<file path="src/rtl/seg7_scan_ctrl.sv">
// seg7_scan_ctrl: four-digit multiplexed 7-segment scan controller.
// Each slot is BLANK_CYC all-off cycles followed by SCAN_DIV cycles of digit k.
// New words are double-buffered and only reach the display at a frame boundary.
// Optional feature: define SEG7_LZ_SUPPRESS_EN to blank leading-zero digits.
module seg7_scan_ctrl #(
  parameter int SCAN_DIV  = 50000,
  parameter int BLANK_CYC = 2
) (
  input  logic        iCLK,
  input  logic        iRST,
  input  logic [15:0] iDATA,
  input  logic        iVALID,
  output logic        oREADY,
  output logic [3:0]  oDIG,
  input  logic [6:0]  iSEG,
  output logic [6:0]  oSEG,
  output logic [3:0]  oDIG_SEL
);

  typedef enum logic {ST_BLANK = 1'b0, ST_DRIVE = 1'b1} state_t;

  localparam logic [19:0] SCAN_LAST  = 20'(SCAN_DIV - 1);
  localparam logic [19:0] BLANK_LAST = 20'(BLANK_CYC - 1);

  state_t      state_q, state_d;
  logic [1:0]  k_q, k_d;
  logic [19:0] cnt_q, cnt_d;
  logic [15:0] pend_word_q, pend_word_d;
  logic        pend_vld_q, pend_vld_d;
  logic [15:0] act_word_q, act_word_d;
  logic        act_vld_q, act_vld_d;
  logic [6:0]  seg_q;
  logic [3:0]  dig_sel_q, dig_sel_d;
  logic        frame_end;
  logic        accept;
  logic        digit_lit;

  // Ready is purely the registered pending flag; no path from iVALID.
  assign accept    = iVALID && !pend_vld_q;
  assign frame_end = (state_q == ST_DRIVE) && (k_q == 2'd3) && (cnt_q == SCAN_LAST);

  // Next-state for scan timing, word buffering and the digit enables.
  always_comb begin
    state_d     = state_q;
    k_d         = k_q;
    cnt_d       = cnt_q + 20'd1;
    pend_word_d = pend_word_q;
    pend_vld_d  = pend_vld_q;
    act_word_d  = act_word_q;
    act_vld_d   = act_vld_q;
    digit_lit   = 1'b1;
    dig_sel_d   = 4'b1111;

    case (state_q)
      ST_BLANK: if (cnt_q == BLANK_LAST) begin
        state_d = ST_DRIVE;
        cnt_d   = 20'd0;
      end
      default: if (cnt_q == SCAN_LAST) begin
        state_d = ST_BLANK;
        cnt_d   = 20'd0;
        k_d     = k_q + 2'd1;
      end
    endcase

    // Pending word is promoted only at the frame boundary; an empty buffer
    // lets a word accepted on that very cycle go straight to active.
    if (frame_end && pend_vld_q) begin
      act_word_d = pend_word_q;
      act_vld_d  = 1'b1;
      pend_vld_d = 1'b0;
    end else if (frame_end && accept) begin
      act_word_d = iDATA;
      act_vld_d  = 1'b1;
    end else if (accept) begin
      pend_word_d = iDATA;
      pend_vld_d  = 1'b1;
    end

`ifdef SEG7_LZ_SUPPRESS_EN
    // Digit k>0 is dark when it and every higher nibble are zero.
    case (k_d)
      2'd1:    digit_lit = |act_word_d[15:4];
      2'd2:    digit_lit = |act_word_d[15:8];
      2'd3:    digit_lit = |act_word_d[15:12];
      default: digit_lit = 1'b1;
    endcase
`endif

    if ((state_d == ST_DRIVE) && act_vld_d && digit_lit)
      dig_sel_d = ~(4'b0001 << k_d);
  end

  // State registers; enables are registered from next-state so they align with state_q.
  always_ff @(posedge iCLK) begin
    if (iRST) begin
      state_q     <= ST_BLANK;
      k_q         <= 2'd0;
      cnt_q       <= 20'd0;
      pend_word_q <= 16'h0000;
      pend_vld_q  <= 1'b0;
      act_word_q  <= 16'h0000;
      act_vld_q   <= 1'b0;
      dig_sel_q   <= 4'b1111;
    end else begin
      state_q     <= state_d;
      k_q         <= k_d;
      cnt_q       <= cnt_d;
      pend_word_q <= pend_word_d;
      pend_vld_q  <= pend_vld_d;
      act_word_q  <= act_word_d;
      act_vld_q   <= act_vld_d;
      dig_sel_q   <= dig_sel_d;
    end
  end

  // Capture decoder output during BLANK; held through DRIVE. With no active
  // word the segments are forced off so an idle display stays fully dark.
  always_ff @(posedge iCLK) begin
    if (iRST)
      seg_q <= 7'b1111111;
    else if (state_q == ST_BLANK)
      seg_q <= act_vld_q ? iSEG : 7'b1111111;
  end

  assign oREADY   = !pend_vld_q;
  assign oDIG     = act_vld_q ? act_word_q[4*k_q +: 4] : 4'h0;
  assign oSEG     = seg_q;
  assign oDIG_SEL = dig_sel_q;

endmodule

</file>
<file path="config.mk">
export PLATFORM = sky130hd
export DESIGN_NAME = seg7_scan_ctrl
export DESIGN_NICKNAME = d
export VERILOG_FILES = /design/src/rtl/seg7_scan_ctrl.sv
export SDC_FILE = /design/constraint.sdc
export NUM_CORES = 1
export LEC_CHECK = 0
export CAP_MARGIN = 20
export CORE_MARGIN = 2
export CORE_UTILIZATION = 45
export DETAILED_ROUTE_END_ITERATION = 7
export HOLD_SLACK_MARGIN = 0.1
export PLACE_DENSITY = 0.65
export RECOVER_POWER = 50
export SETUP_SLACK_MARGIN = 0.2
export SYNTH_ARGS = -nofsm -noshare
export SYNTH_HDL_FRONTEND = slang
export SYNTH_SLANG_ARGS = --single-unit
export TNS_END_PERCENT = 50
</file>
<file path="constraint.sdc">
create_clock -name iCLK -period 2.27 [get_ports iCLK]
set_input_delay 0.681 -clock iCLK [delete_from_list [all_inputs] [get_ports iCLK]]
set_output_delay 0.681 -clock iCLK [all_outputs]
set_load 0.01 [all_outputs]
</file>
# Word level (Yosys, flattened, before mapping)
# Index checks and enable logic that the tools add are counted.
# classes
n_addsub	2
n_eq_ne	3
n_shift	2
mux	14
bitwise_logic	4
n_reduce_logical	12
# op_table
cell	count
20-bit 2-to-1 mux	3
16-bit 2-to-1 mux	2
20-bit by 1-bit adder with 20-bit output (second input constant)	1
20-bit by 1-bit == test with 1-bit output (second input constant)	1
20-bit by 16-bit == test with 1-bit output (second input constant)	1
16-bit by 5-bit variable part select with 4-bit output	1
7-bit 2-to-1 mux	1
1-bit logical AND	6
1-bit 2-to-1 mux	5
2-bit 2-to-1 mux	2
4-bit 2-to-1 mux	1
4-bit NOT	1
2-bit OR reduction	2
1-bit by 2-bit << shifter with 4-bit output (first input constant)	1
1-bit NOT	3
3-bit AND reduction	1
2-bit by 1-bit adder with 2-bit output (second input constant)	1
2-bit == test (second input constant)	1
2-bit AND reduction	1
2-bit nonzero test	1
1-bit zero test	1
# totals
regBits	68
out_inout_bits	16
elab_cells	46

# Longest topological paths before layout
# Gate-level depths: netlist (run 1).
# logic_depth
word_depth	9
depth_mapped	7

# Worst setup path after synthesis (run 1)
# No wires, ideal clock.
# synth_path
path_type	reg2out
from	register k_q[1]
to	output oDIG[0]
arrival_time_ps	1315
setup_slack_ps	274
path_stages_with_launch	4
path_buffers	1
cell_sequence	dfxtp_1 > clkbuf_1 > mux4_2 > and2_1
# synth_between
elab_chain_cells	2
# synth_rtl
item	line	rtl
start, declared	26	logic [1:0] k_q, k_d;
start signal, assigned	107	k_q <= k_d;
16-bit by 5-bit variable part select with 4-bit output	127	assign oDIG = act_vld_q ? act_word_q[4*k_q +: 4] : 4'h0;
4-bit 2-to-1 mux	127	
end, declared	14	output logic [3:0] oDIG,
# No other way between the ends.

# Final worst setup path (run 1)
# Ends and elaborated chain as after synthesis.

==> results of run 1 <==
## power by group
| group | switching [W] | total [W] | internal [W] |
|---|---|---|---|
| clock network | 0.000463 | 0.00117 | 0.000705 |
| registers | 0.0000238 | 0.00125 | 0.00122 |
| logic | 0.000137 | 0.000243 | 0.000106 |
| total | 0.000624 | 0.00266 | 0.00204 |
## layout by cell type, fill, tap and decap left out, types with 2 or more instances in the layout
master / count
nand3_1: 9
nand2_1: 48
nor3_1: 22
or3_1: 6
nand4_1: 6
o31ai_1: 16
mux4_2: 4
buf_2: 4
clkinv_2: 2
mux2i_1: 16
o211ai_1: 16
buf_4: 14
o21ai_0: 8
or4_4: 2
clkdlybuf4s50_1: 24
o22ai_1: 7
clkbuf_8: 12
inv_1: 5
and2_1: 4
ha_1: 2
dfxtp_1: 65
nor4_1: 6
dlygate4sd3_1: 12
nand4_2: 2
nor2_1: 20
a211oi_2: 3
and3_1: 3
a21oi_1: 19
xor2_1: 7
clkinv_1: 2
dfxtp_2: 2
bufinv_16: 2
clkbuf_1: 2
xnor2_1: 7
## metrics by stage
| step | cell area (sq um) | setup slack [ns] | cells | setup TNS (ns) | utilization |
|---|---|---|---|---|---|
| final | 3880 | 0.0807 | 480 | 0 | 0.578 |
| after global routing | 3880 | 0.0305 | 480 | 0 | 0.578 |
| after CTS | 3900 | 0.0593 | 480 | 0 | 0.580 |
| after detailed placement | 3680 | -0.00638 | 464 | -0.00638 | 0.547 |
| after global placement | 3680 | 0.0138 | 464 | 0 | 0.547 |
| after floorplan | 3100 | 0.274 | 347 | 0 | - |
## layout make-up
class                           instances  area (sq um)  share of cell area
Clock inverter                          4          70.1              0.0180
Tap cell                               80           100              0.0258
Multi-Input combinational cell        248          1610               0.414
Sequential cell                        68          1370               0.352
Inverter                                7          26.3             0.00676
Timing Repair Buffer                   61           547               0.141
Clock buffer                           12           165              0.0425
## synthesized netlist by cell type, types with 2 or more instances
cell | number | area [sq um]
dfxtp_1 | 68 | 1360
nand2_1 | 48 | 180
nor3_1 | 22 | 110
nor2_1 | 20 | 75.1
a21oi_1 | 19 | 95.1
clkbuf_1 | 18 | 67.6
mux2i_1 | 16 | 160
o211ai_1 | 16 | 120
o31ai_1 | 16 | 120
nand3_1 | 9 | 45.0
o21ai_0 | 9 | 45.0
o22ai_1 | 7 | 43.8
xnor2_1 | 7 | 61.3
xor2_1 | 7 | 61.3
nand4_1 | 6 | 37.5
nor4_1 | 6 | 37.5
or3_1 | 6 | 37.5
and2_1 | 5 | 31.3
inv_1 | 5 | 18.8
mux4_2 | 4 | 90.1
a211oi_2 | 3 | 37.5
and3_1 | 3 | 18.8
buf_2 | 3 | 15.0
ha_1 | 3 | 37.5
buf_6 | 2 | 22.5
clkinv_1 | 2 | 7.51
nand4_2 | 2 | 25.0
or4_4 | 2 | 22.5
## cell families (layout without fill, tap and decap cells)
| kind of cell | Yosys count | after routing |
|---|---|---|
| buffers and inverters | 31 | 84 |
| and+or+nand+nor | 137 | 137 |
| adders and majority gates | 3 | 3 |
| muxes | 20 | 20 |
| DFF | 68 | 68 |
| xor gates and xnor gates | 14 | 14 |
| AOI/OAI and AO/OA | 74 | 74 |
## sequential cells by signal, indices dropped and copies added, names as in the netlist
name / flops
state_q: 1
cnt_q: 20
oDIG_SEL: 4
pend_word_q: 16
oSEG: 7
act_vld_q: 1
k_q: 2
act_word_q: 16
pend_vld_q: 1
## final timing paths
| kind | from | end | slack [ns] | cells past startpoint |
|---|---|---|---|---|
| setup / recovery | k_q[1]$_SDFF_PP0_ | oDIG[0] | 0.08 | 3 |
| hold / removal | pend_word_q[15]$_SDFFE_PP0P_ | pend_word_q[15]$_SDFFE_PP0P_ | 0.46 | 2 |
| setup reg to reg | cnt_q[4]$_SDFF_PP0_ | oDIG_SEL[0]$_SDFF_PP1_ | 0.25 | 5 |
| hold reg to reg | pend_word_q[15]$_SDFFE_PP0P_ | pend_word_q[15]$_SDFFE_PP0P_ | 0.46 | 2 |
## critical path: stages (launching register included)
cell and delay, ns:
dfxtp_4 0.38, mux4_2 0.48, and2_1 0.17, buf_2 0.13
## routing by layer
| metal | share of wire | vias to the layer above |
|---|---|---|
| met5 | 0 | - |
| li1 | - | 1354 |
| met2 | 0.47 | 49 |
| met3 | 0.031 | 11 |
| met1 | 0.48 | 1238 |
| met4 | 0.021 | 0 |
==> metrics.yaml, run 1 <==
detailed_routing:
  drt_pass1_iterations: 4
  viasPerCell: 5.53
  routed_wl_mm: 7.24
  drc: 0
  antenna_left: 0
  drt_iter0_drc: 214
  vias: 2652
  wl_per_cell_um: 15.1
synthesis:
  netlist_area_sq_mm: 0.00310
  synth_cell_types: 41
  avgSynthCellArea_sq_um: 8.92
  synth_top_family_by_area: "simple AND/OR/NAND/NOR gates"
  synth_compound_area_frac: 0.160
  yosys.area_share.simple: 0.224
  ys_ff_latch: 68
  synth_warnings: 0
  synth.area.mux_share: 0.0808
  synth_top_flop_cell: "dfxtp_1"
  synthArstFlopShare: 0
  synth-edff-count: 0
  syn_inst: 347
  ys_seq_area_frac: 0.440
  synth.net_count: 376
  synth_xor_area_frac: 0.0396
  synthAdderAreaFrac: 0.0121
timing:
  finalHoldViolations: 0
  skew_ns: 0.0116
  post-route-period-util: 0.964
  worstMarginPinSlew_ns: 0.595
  timing.hold.ws_ns: 0.458
  maxSlewViolCount: 0
  final.min_clock_period_ns: 2.19
  slew_headroom: 0.603
  fmax_ghz: 0.457
  finalSetupViolations: 0
  rsz0062_at_grt: "true"
place:
  numPortBuffers: 41
  place.gp.congestion: 0.831
  dp_hpwl_mm: 4.84
global_routing:
  antenna_found_initial: 0
  grt_first_pass_wirelength_mm: 12.1
  grt_overflow_total: 0
  grtUsageMet2: 0.305
  grt.busiest_layer: "met2"
  grt_usage: 0.202
  grtUsageMet1: 0.286
  grt_start_max_net_pins: 57
  grt_pass1_vias: 2492
  grt_use_met3: 0.0322
worst_setup_path:
  worstSetupPathType: "flop to primary output"
  cp.arrival_ns: 1.51
  setup.worst_path.start_class: "flop"
  crit_path_end_kind: "primary output"
  critPathMaxFanout: 4
  critical_path_required_ns: 1.59
clock_tree:
  cts_sinks: 68
  cts_buffers: 9
  cts_hold_buffers: 0
  cts_resized: 19
  postCtsSetupBuffers: 0
  clockRootBuffer: "clkbuf_8"
  h-tree-depth: 3
  cts_tree: "built"
  clockBufferDepth: 2
  cts.clk_slew.worst_paths_ns: 0.08
  clk_latency_ns: 0.34
floorplanning:
  coreArea_sq_mm: 0.00672
  die_area_sq_mm: 0.00756
  die_height_um: 86.9
  num_io_pins: 42
  rows: 30
  initial_core_util: 0.461
  die_x_um: 86.9
hold_path:
  hp-class: "flop to flop"
layout:
  nNetsFinal: 424
  syn_to_final_growth_pct: 25.5
  fillCellCount: 616
  diodes: 0
  drive_gt1_frac: 0.140
run_status:
  outcome: "finished clean"
power:
  p_total_w: 0.00266
  peakVddDrop_mv: 0.375
  p_per_area_mw_per_mm2: 684
  leakagePower_nw: 1.37
run:
  cap_violations: 0
Note: power is estimated with default switching activity, not from simulation.
==> run 2, diff against run 1 <==
TNS_END_PERCENT = default   (was 50)
==> metrics.yaml, run 2 (synthesized netlist as in run 1, its figures left out) <==
place:
  dp_hpwl_mm: 4.84  # unchanged
  numPortBuffers: 41  # unchanged
  place.gp.congestion: 0.831  # unchanged
  dp_cells: 464  # unchanged
clock_tree:
  cts_buffers: 9  # unchanged
  cts_tree: "built"
  clk_latency_ns: 0.35  # about the same
  cts.clk_slew.worst_paths_ns: 0.08  # about the same
  clockBufferDepth: 2  # unchanged
  cts_hold_buffers: 0  # unchanged
  cts_sinks: 68  # unchanged
  h-tree-depth: 3  # unchanged
  clockRootBuffer: "clkbuf_8"
timing:
  timing.hold.ws_ns: 0.458  # +0.000176 ns
  rsz0062_at_grt: "true"
  post-route-period-util: 0.964  # about the same
  final.min_clock_period_ns: 2.19  # -0.0000105 ns
  skew_ns: 0.0119  # +0.000310 ns
  fmax_ghz: 0.457  # about the same
  slew_headroom: 0.604  # about the same
  finalHoldViolations: 0  # unchanged
  finalSetupViolations: 0  # unchanged
  worstMarginPinSlew_ns: 0.594  # -0.000531 ns
  maxSlewViolCount: 0  # unchanged
worst_setup_path:
  rr_worst_depth: 5  # unchanged
  critPathMaxFanout: 4  # unchanged
  r2r_end: "oDIG_SEL[0]$_SDFF_PP1_"
  r2r_slack_ns: 0.25  # about the same
  cp.arrival_ns: 1.51  # about the same
  critical_path_required_ns: 1.59  # about the same
  worstSetupPathType: "flop to primary output"
  r2r_start: "cnt_q[4]$_SDFF_PP0_"
  crit_path_end_kind: "primary output"
  setup.worst_path.start_class: "flop"
detailed_routing:
  drt_iter0_drc: 215  # +0.47%
  drc: 0  # unchanged
  routed_wl_mm: 7.25  # about the same
  vias: 2658  # +0.23%
  wl_per_cell_um: 15.1  # about the same
  drt_pass1_iterations: 4  # unchanged
  antenna_left: 0  # unchanged
  viasPerCell: 5.54  # +0.23%
floorplanning:
  die_area_sq_mm: 0.00756  # unchanged
  rows: 30  # unchanged
  initial_core_util: 0.461  # unchanged
  coreArea_sq_mm: 0.00672  # unchanged
  die_height_um: 86.9  # unchanged
  die_x_um: 86.9  # unchanged
  num_io_pins: 42  # unchanged
hold_path:
  hold_depth: 2  # unchanged
  whs_endpoint: "pend_word_q[15]$_SDFFE_PP0P_"
  hp-start: "pend_word_q[15]$_SDFFE_PP0P_"
  hp-class: "flop to flop"
power:
  p_sw_frac: 0.235  # +0.000349
  p_per_area_mw_per_mm2: 685  # about the same
  peakVddDrop_mv: 0.375  # +0.14%
  power.switching_w: 0.000625  # +0.17%
  leakagePower_nw: 1.37  # about the same
  p_int_w: 0.00203  # about the same
  pwr-share-clk: 0.440  # about the same
  p_total_w: 0.00266  # about the same
  p_seq_frac: 0.469  # about the same
  comb_power_share: 0.091  # about the same
global_routing:
  grt_first_pass_wirelength_mm: 12.1  # unchanged
  grt_overflow_total: 0  # unchanged
  grt_start_max_net_pins: 57  # unchanged
  grt_usage: 0.202  # unchanged
  antenna_found_initial: 0  # unchanged
  grt_pass1_vias: 2492  # unchanged
layout:
  mostFrequentLayoutCell: "dfxtp_1"
  largest_reg_flops: 20  # unchanged
  top_register: "cnt_q"
  stdcell_count: 480  # unchanged
  drive_gt1_frac: 0.140  # unchanged
  final_cell_mix: "65 x dfxtp_1, 48 x nand2_1, 24 x clkdlybuf4s50_1"
  diodes: 0  # unchanged
  syn_to_final_growth_pct: 25.5  # about the same
  reg_top3: "cnt_q: 20 flops, act_word_q: 16 flops, pend_word_q: 16 flops"
  fillCellCount: 617  # +0.16%
  nNetsFinal: 424  # unchanged
run_status:
  outcome: "finished clean"
run:
  cap_violations: 0  # unchanged
[run 2: cell types whose count changed in the layout (fill, tap and decap cells not counted)]
cell,change
dlygate4sd2_1,+1
clkdlybuf4s25_1,-1
[run 2: layout make-up]
cell class	count	area, sq um	share of cell area
clock inverters	4	70.1	0.0180
clock buffers	12	165	0.0425
well taps	80	100	0.0258
repair buffers	61	546	0.140
flip-flops and latches	68	1370	0.352
inverters	7	26.3	0.00677
multi-input cells	248	1610	0.414
[run 2: per-stage QoR]
step / setup TNS, ns / util / setup slack, ns / instance area [sq um]
after detailed placement: -0.00638 / 0.547 / -0.00638 / 3680
after CTS: 0 / 0.580 / 0.0593 / 3900
after global placement: 0 / 0.547 / 0.0138 / 3680
after floorplan: 0 / - / 0.274 / 3100
final: 0 / 0.578 / 0.0807 / 3880
after global routing: 0 / 0.578 / 0.0305 / 3880
[run 2: routing by layer]
| metal | up-vias | track usage | part of all wire |
|---|---|---|---|
| met2 | 62 | 0.305 | 0.46 |
| met1 | 1231 | 0.286 | 0.48 |
| met4 | 0 | 0.0866 | 0.021 |
| met3 | 11 | 0.0322 | 0.041 |
| met5 | - | 0 | 0 |
| li1 | 1354 | - | - |
[run 2: worst max path at each step]
stage                           start  slack, ns                           to  cells after the start
global placement               iVALID       0.01  act_word_q[14]$_SDFFE_PP0P_                      6
CTS                 k_q[1]$_SDFF_PP0_       0.06                      oDIG[2]                      3
global route        k_q[1]$_SDFF_PP0_       0.03                      oDIG[2]                      3
floorplan           k_q[1]$_SDFF_PP0_       0.27                      oDIG[0]                      3
finish              k_q[1]$_SDFF_PP0_       0.08                      oDIG[0]                      3
detailed placement  k_q[1]$_SDFF_PP0_     -0.006                      oDIG[0]                      3
[run 2: repair_timing]
action                     in CTS  in global routing
buffers inserted                0                  0
setup endpoints to repair       5                 22
gates cloned                    0                  0
pin swaps                       0                  0
gates resized for setup        20                  5
[run 2: worst max-delay path: stages (launching register included)]
cell and delay (ns):
dfxtp_4 0.38, mux4_2 0.48, and2_1 0.17, buf_2 0.13
[run 2: power groups by stage]
stage	logic [W]	clock network (W)	registers, W
floorplan	0.000142	0	0.00127
detailed placement	0.000248	0	0.00127
global route	0.000269	0.00124	0.00125
global placement	0.000245	0	0.00127
CTS	0.000249	0.00119	0.00125
finish	0.000242	0.00117	0.00125
